$ cat src/rtl/muldiv_unit_pkg.sv
// Shared definitions for the iterative multiply/divide unit.
// Funct encodings, FSM states and iteration count.
package muldiv_unit_pkg;

  localparam logic [1:0] MD_MULT  = 2'b00;
  localparam logic [1:0] MD_MULTU = 2'b01;
  localparam logic [1:0] MD_DIV   = 2'b10;
  localparam logic [1:0] MD_DIVU  = 2'b11;

  localparam int MD_ITERS = 32;

  typedef enum logic [1:0] {
    IDLE,
    CALC,
    FIX
  } md_state_t;

endpackage

$ cat src/rtl/md_addsub.sv
// Shared adder/subtractor for multiply accumulate and divide trial.
// cout is the no-borrow flag when subtracting.
module md_addsub #(
  parameter int N = 33
) (
  input  logic [N-1:0] x,
  input  logic [N-1:0] y,
  input  logic         sub,
  output logic [N-1:0] sum,
  output logic         cout
);

  logic [N-1:0] yEff;

  assign yEff = sub ? ~y : y;
  assign {cout, sum} = {1'b0, x}
                     + {1'b0, yEff}
                     + {{N{1'b0}}, sub};

endmodule

$ cat src/rtl/muldiv_unit.sv
// Iterative MULT/MULTU/DIV/DIVU unit owning HI/LO.
// Shift-add multiply and restoring divide on magnitudes.
module muldiv_unit
  import muldiv_unit_pkg::*;
#(
  parameter int WIDTH = 32
) (
  input  logic             clk,
  input  logic             reset,
  input  logic             mdstart,
  input  logic             hilosrc,
  input  logic             hilosel,
  input  logic [1:0]       funct,
  input  logic             flush,
  input  logic [WIDTH-1:0] a,
  input  logic [WIDTH-1:0] b,
  output logic             mdrun,
  output logic [WIDTH-1:0] hi,
  output logic [WIDTH-1:0] lo
);

  localparam int W  = WIDTH;
  localparam int CW = $clog2(MD_ITERS);
  localparam logic [CW-1:0] LAST =
    CW'(MD_ITERS - 1);

  md_state_t      state;
  logic [CW-1:0]  cnt;
  logic [1:0]     op;
  logic [W-1:0]   opr;
  logic [W-1:0]   rawA;
  logic [2*W-1:0] acc;
  logic           negRes;
  logic           negRem;

  logic           sgnIn;
  logic           divIn;
  logic           isDiv;
  logic [W-1:0]   magA;
  logic [W-1:0]   magB;

  logic [W:0]     asX;
  logic [W:0]     asY;
  logic [W:0]     asSum;
  logic           asCout;

  logic [2*W-1:0] accNext;
  logic [2*W-1:0] prod;
  logic [W-1:0]   quo;
  logic [W-1:0]   rem;
  logic [W-1:0]   hiFix;
  logic [W-1:0]   loFix;

  assign mdrun = (state != IDLE);

  assign sgnIn = (funct == MD_MULT) ||
                 (funct == MD_DIV);
  assign divIn = (funct == MD_DIV) ||
                 (funct == MD_DIVU);
  assign isDiv = (op == MD_DIV) ||
                 (op == MD_DIVU);

  assign magA = (sgnIn && a[W-1]) ? -a : a;
  assign magB = (sgnIn && b[W-1]) ? -b : b;

  // Divide trials {rem,quo} shifted left; multiply adds to upper half.
  assign asX = isDiv ? acc[2*W-1:W-1]
                     : {1'b0, acc[2*W-1:W]};
  assign asY = {1'b0, opr};

  md_addsub #(
    .N(W + 1)
  ) u_addsub (
    .x   (asX),
    .y   (asY),
    .sub (isDiv),
    .sum (asSum),
    .cout(asCout)
  );

  always_comb begin
    accNext = acc;
    unique case (1'b1)
      isDiv && asCout:
        accNext = {asSum[W-1:0],
                   acc[W-2:0], 1'b1};
      isDiv && !asCout:
        accNext = {acc[2*W-2:0], 1'b0};
      !isDiv && acc[0]:
        accNext = {asSum, acc[W-1:1]};
      default:
        accNext = {1'b0, acc[2*W-1:1]};
    endcase
  end

  always_comb begin
    prod  = negRes ? -acc : acc;
    quo   = acc[W-1:0];
    rem   = acc[2*W-1:W];
    hiFix = prod[2*W-1:W];
    loFix = prod[W-1:0];
    if (isDiv) begin
      if (opr == '0) begin
        loFix = '1;
        hiFix = rawA;
      end else begin
        loFix = negRes ? -quo : quo;
        hiFix = negRem ? -rem : rem;
      end
    end
  end

  always_ff @(posedge clk or negedge reset) begin
    if (!reset) begin
      state  <= IDLE;
      cnt    <= '0;
      op     <= MD_MULT;
      opr    <= '0;
      rawA   <= '0;
      acc    <= '0;
      negRes <= 1'b0;
      negRem <= 1'b0;
      hi     <= '0;
      lo     <= '0;
    end else if (flush) begin
      state <= IDLE;
    end else begin
      unique case (state)
        IDLE: begin
          if (mdstart && hilosrc) begin
            if (hilosel) hi <= a;
            else         lo <= a;
          end else if (mdstart) begin
            op     <= funct;
            rawA   <= a;
            cnt    <= '0;
            negRes <= sgnIn & (a[W-1] ^ b[W-1]);
            negRem <= sgnIn & a[W-1];
            if (divIn) begin
              opr <= magB;
              acc <= {{W{1'b0}}, magA};
            end else begin
              opr <= magA;
              acc <= {{W{1'b0}}, magB};
            end
            state <= CALC;
          end
        end
        CALC: begin
          acc <= accNext;
          if (cnt == LAST) state <= FIX;
          else             cnt <= cnt + 1'b1;
        end
        FIX: begin
          hi    <= hiFix;
          lo    <= loFix;
          state <= IDLE;
        end
        default: state <= IDLE;
      endcase
    end
  end

endmodule

$ cat config.mk
export PLATFORM = sky130hd
export DESIGN_NAME = muldiv_unit
export DESIGN_NICKNAME = d
export VERILOG_FILES = /design/src/rtl/muldiv_unit_pkg.sv /design/src/rtl/md_addsub.sv /design/src/rtl/muldiv_unit.sv
export SDC_FILE = /design/constraint.sdc
export NUM_CORES = 1
export LEC_CHECK = 0
export BUFFER_PORTS_ARGS = -buffer_cell sky130_fd_sc_hd__buf_2
export CAP_MARGIN = 20
export CORE_MARGIN = 2
export CORE_UTILIZATION = 55
export CTS_BUF_LIST = sky130_fd_sc_hd__clkbuf_16
export CTS_CLUSTER_SIZE = 12
export DETAILED_ROUTE_END_ITERATION = 10
export HOLD_SLACK_MARGIN = 0.1
export PLACE_DENSITY = 0.77
export RECOVER_POWER = 50
export SLEW_MARGIN = 20
export SYNTH_ARGS = -nofsm -noshare
export SYNTH_HDL_FRONTEND = slang
export SYNTH_SLANG_ARGS = --single-unit
$ cat constraint.sdc
create_clock -name clk -period 4.1 [get_ports clk]
set_input_delay 0.82 -clock clk [delete_from_list [all_inputs] [get_ports clk]]
set_output_delay 0.82 -clock clk [all_outputs]
set_load 0.02 [all_outputs]
==> flow_metrics.tcl, run 1 <==
set metrics [dict create \
    synth_cell_types 85 \
    post-route-period-util_pct 94.0 \
    maxCapViolCount 3 \
    crit_fanout 18 \
    hold_class "in2async" \
    antennaDiodeCount 0 \
    synthesis.area_mm2 0.0166 \
    peakVddDrop_mv 0.477 \
    most-common-layout-cells "nand2_1, o21ai_0, dfrtp_1" \
    syn_avg_cell_area_um2 7.60 \
    worst_pin_slew_ns 1.97 \
    dr.first_iter.drc_count 2019 \
    clockRootBuffer "clkbuf_16" \
    reg2reg_from "op[1]" \
    initial_core_util_pct 56.0 \
    clk_path_buf_depth 3 \
    rsz0062_at_grt "no" \
    grt_remaining_overflow 0 \
    grt_max_degree 96 \
    syn-num-nets 2298 \
    area_delta_synth_final_pct 10.8 \
    syn_inst 2188 \
    critPathKind "reg2reg" \
    routabilityCongestion 0.982 \
    setup_tns_ns 0 \
    slew_headroom_pct -31.3 \
    fin_crit_ns 3.85 \
    cts_hold_buf 0 \
    cts_tree "built" \
    yosysSeqAreaShare_pct 30.4 \
    synth_async_sr_flop_share_pct 100 \
    drtAntennaViolNets 0 \
    avgViaCountPerCell 6.61 \
    synthFlopType "dfrtp_1" \
    p_leak_nw 8.08 \
    grt_use_total_pct 36.9 \
    cp-end-kind "register" \
    cts_max_level 1 \
    p_total_mw 15.9 \
    powerDensity_mw_per_mm2 864 \
    drv_slew 144 \
    setup_slack_ns 0.246 \
    drcViolationCount 0 \
    pin_count 137 \
    worst_setup_path_start_kind "register" \
    synth_edf_count 0 \
    violations "capacitance limit, slew limit" \
    num_rows 63 \
    routed-via-count 17500 \
    drt_wl_total_mm 60.0 \
    hold_violations 0 \
    place_hpwl_mm 44.7 \
    fin_cells 2644 \
    hold_slack_ns 0.297 \
    setup_violations 0 \
    synth_seq_cells 202 \
    finalClockSkew_ns 0.0291 \
    grt_pass1_vias 16300 \
    die_h_um 178 \
    die_x_um 178 \
    wl_per_cell_um 22.7 \
    grt_pass1_wl_mm 90.6 \
    post-place-cells 2598 \
    layout_commonest_cell "nand2_1" \
    path_clk_slew_ns 0.06 \
    first_pass_iters 6 \
    coreArea_mm2 0.0297 \
    cts_buffers 25 \
    critPathLaunch "op[1]" \
    cp_data_arrival_time_ns 4.24 \
    clkSinkCount 202 \
    cp.required_ns 4.48 \
    yosysWarnings 0 \
    antenna_found_initial 1 \
    pre_cts_ws_ns 0.190 \
    max_freq_mhz 259 \
    multi_input_area_mm2 0.0107 \
    fin_nets 2347 \
    regArea_mm2 0.00506 \
    fillers 2678 \
    post_route_cells_drive_above_1_share_pct 12.5 \
    port_buffers 136 \
    die_area_mm2 0.0317 \
    status "complete, but fails checks" \
    clock_latency_ns 0.54 \
]
## worst max-delay path, stage by stage, from the launching register on
cell and delay (ns):
dfrtp_4 0.58, buf_6 0.22, mux2_2 0.35, ha_1 0.37
and4_1 0.26, and3_1 0.16, o311ai_1 0.14, a31o_2 0.28
a2111oi_4 0.45, nor2_1 0.19, buf_4 0.25, a211oi_1 0.32
o21ai_0 0.15
## stage by stage
stage	instance area, µm²	utilization, %
5_1_grt	18400	62.0
4_1_cts	18500	62.1
3_5_place_dp	17700	59.5
3_3_place_gp	17700	59.5
6_report	18400	62.0
2_1_floorplan	16600	-
## flip-flops by register name, indices dropped and copies added (netlist names), 2 cells and up
signal  cells
opr        32
cnt         5
lo         32
acc        64
hi         32
rawA       32
state       2
## kinds of logic (layout without fill, tap and decap cells)
family                   after synthesis  count (layout)  share of synthesized area (%)
multiplexers                          82              82                           5.19
XOR/XNOR                             196             196                           10.3
buffers and inverters                225             291                           5.26
AND/OR/NAND/NOR                      754             754                           21.2
adder cells (fa/ha/maj)               38              38                           2.90
AO/OA/AOI/OAI                        691             691                           24.8
flip-flops                           202             202                           30.4
## report_power, final
group | total [mW] | switching [mW] | internal (mW)
Sequential | 3.80 | 1.05 | 2.75
Combinational | 9.98 | 6.22 | 3.77
Clock | 2.15 | 0.914 | 1.23
Total | 15.9 | 8.18 | 7.74
## per-layer routing
metal / wire (µm) / track usage [%] / share of wire (%)
met1: 23200 / 47.1 / 39
met2: 28100 / 60.7 / 47
met3: 5110 / 5.78 / 8.5
met4: 3540 / 18.5 / 5.9
met5: 0 / 0 / 0
## worst paths after layout
check	end	slack, ns	depth (start not counted)
setup / recovery	acc[37]	0.25	12
hold / removal	acc[58]	0.30	1
setup reg to reg	acc[37]	0.25	12
hold reg to reg	rawA[12]	0.47	2
max in group asynchronous	rawA[17]	1.47	2
min in group clk	rawA[12]	0.47	2
## cell usage after synthesis, types with 9 or more instances
library cell	count	share of area, %
a211oi_1	25	1.1
a21o_1	20	0.90
a21oi_1	191	5.7
a31oi_1	22	0.83
and3_1	18	0.68
buf_1	16	0.36
buf_2	19	0.57
clkbuf_1	150	3.4
dfrtp_1	202	30
ha_1	37	2.8
inv_1	34	0.77
mux2_2	34	2.3
mux2i_1	48	2.9
nand2_1	339	7.6
nand2b_1	15	0.56
nand3_1	34	1.0
nand4_1	20	0.75
nor2_1	167	3.8
nor2b_1	15	0.56
nor3_1	46	1.4
nor4_1	19	0.71
o211ai_1	20	0.90
o21ai_0	252	7.6
o21ai_1	15	0.45
o22ai_1	30	1.1
o31ai_1	26	1.2
o41ai_1	10	0.53
or3_1	23	0.86
or4_1	9	0.41
xnor2_1	101	5.3
xor2_1	95	5.0
## what timing repair did
| item | 4_1_cts | 5_1_grt |
|---|---|---|
| resized for setup | 0 | 0 |
| buffers inserted | 0 | 2 |
| hold endpoints to repair | 0 | 0 |
| endpoints found under the setup margin | 0 | 15 |
## area by class of cell
class	count	area share, %
multi-input combinational	1761	58.3
sequential	202	27.4
timing repair buffer	210	6.68
clock buffer	25	3.39
tap	390	2.65
clock inverter	19	0.787
inverter	37	0.753
Note: power is estimated with default switching activity, not from simulation.
==> run 2, diff against run 1 <==
==> constraint.sdc (replaced) <==
create_clock -name clk -period 4.1 [get_ports clk]
set_input_delay 0 -clock clk [delete_from_list [all_inputs] [get_ports clk]]
set_output_delay 0 -clock clk [all_outputs]
set_load 0.02 [all_outputs]
==> flow_metrics.tcl, run 2 (synthesis gave the netlist of run 1 again) <==
set metrics [dict create \
    status "complete, but fails checks" \
    violations "capacitance limit, slew limit" \
    antenna_found_initial 2 \
    drcViolationCount 0 \
    postLayoutCoreUtil_pct 64.0 \
    cts_tree "built" \
    drv_slew 79 \
    layout_commonest_cell "nand2_1" \
    crit_fanout 24 \
    cts_buffers 24 \
    p_total_mw 15.8 \
    coreArea_mm2 0.0297 \
    peakVddDrop_mv 0.533 \
    cp.required_ns 4.51 \
    grt_max_degree 79 \
    cp_cell_sequence "buf_4, mux2_2, ha_1, a21oi_1, nor2b_1, nor2_1, o211ai_1, or3b_2, o221ai_1, xnor2_1, a211oi_1, a221o_1" \
    grt_use_total_pct 37.9 \
    die_area_mm2 0.0317 \
    largest_register_ffs 64 \
    cts_max_level 1 \
    area_delta_synth_final_pct 14.3 \
    post-route-period-util_pct 92.0 \
    fin_crit_ns 3.77 \
    cp-end-kind "register" \
    cp_slowest_stage_delay_ns 0.64 \
    routed-via-count 17700 \
    hold_violations 0 \
    wl_per_cell_um 22.5 \
    clockRootBuffer "clkbuf_16" \
    p_leak_nw 8.22 \
    rsz0062_at_grt "no" \
    routabilityCongestion 0.998 \
    grt_remaining_overflow 0 \
    grt_pass1_vias 16700 \
    die_x_um 178 \
    pin_count 137 \
    top_register "acc" \
    path_clk_slew_ns 0.06 \
    fin_nets 2410 \
    initial_core_util_pct 56.0 \
    drtAntennaViolNets 0 \
    drt_wl_total_mm 61.0 \
    setup_tns_ns 0 \
    clk_path_buf_depth 3 \
    num_rows 63 \
    worst_setup_path_start_kind "register" \
    powerDensity_mw_per_mm2 829 \
    first_pass_iters 6 \
    slew_headroom_pct -52.1 \
    dr.first_iter.drc_count 2199 \
    clock_latency_ns 0.53 \
    most-common-layout-cells "nand2_1, o21ai_0, dfrtp_1" \
    cp_data_arrival_time_ns 4.18 \
    finalClockSkew_ns 0.0111 \
    post_route_cells_drive_above_1_share_pct 10.8 \
    port_buffers 136 \
    critPathKind "reg2reg" \
    setup_violations 0 \
    max_freq_mhz 265 \
    grt_pass1_wl_mm 92.6 \
    avgViaCountPerCell 6.53 \
    maxCapViolCount 1 \
    die_h_um 178 \
    worst_pin_slew_ns 2.28 \
    hold_class "in2reg" \
    clkSinkCount 202 \
    slowest_stage "dfrtp_4" \
    place_hpwl_mm 44.4 \
]
run 2: critical path, delay by kind of cell, from the launching register on:
kind            cells  cell delay (ns)
xor+xnor            1             0.25
flops               1             0.64
fa+ha+maj           1             0.25
simple gates        3             0.72
mux                 1             0.36
compound gates      5             1.12
buf+inv             1             0.30
run 2: metrics by stage:
step | area [µm²] | cells | setup slack [ns] | hold slack [ns]
floorplan | 16600 | 2188 | 0.0151 | -0.296
global placement | 17600 | 2592 | 0.185 | 0.106
detailed placement | 17700 | 2594 | 0.149 | 0.101
CTS | 19100 | 2705 | 0.130 | 0.106
global route | 19000 | 2707 | 0.0152 | 0.131
finish | 19000 | 2708 | 0.330 | 0.110
run 2: path summary, 6_finish.rpt:
check / endpoint / from / cells after the start / slack (ns)
max in group asynchronous: acc[54] / reset / 3 / 1.30
hold / removal: opr[28] / b[28] / 5 / 0.11
setup reg to reg: acc[59] / op[1] / 12 / 0.33
min in group asynchronous: acc[62] / reset / 2 / 0.66
setup / recovery: acc[59] / op[1] / 12 / 0.33
hold reg to reg: rawA[2] / rawA[2] / 2 / 0.48
run 2: routing by layer:
layer  wire [µm]  track usage (%)  up-vias
li1            -                -     8017
met3        6100             7.31      263
met1       22400             47.0     8372
met5           0                0        -
met2       28500             62.0     1040
met4        3940             20.5        0
run 2: power breakdown:
group          internal, mW  switching, mW  leakage (nW)
combinational          3.80           6.13          5.32
clock                  1.10          0.875         0.362
sequential             2.74           1.12          2.54
total                  7.64           8.12          8.22
run 2: what timing repair did:
action	in CTS	in global routing
endpoints found under the setup margin	0	15
setup buffers	0	1
gates resized for setup	0	2
endpoints found under the hold margin	213	0
hold buffers	68	0
run 2: layout make-up:
class                      instances  area, µm²
inverter                          37        139
clock buffer                      25        626
timing repair buffer             274       1860
sequential                       202       5060
tap                              390        488
clock inverter                    18       88.8
multi-input combinational       1761      10800
antenna                            1       2.50
fill                            2628      10700
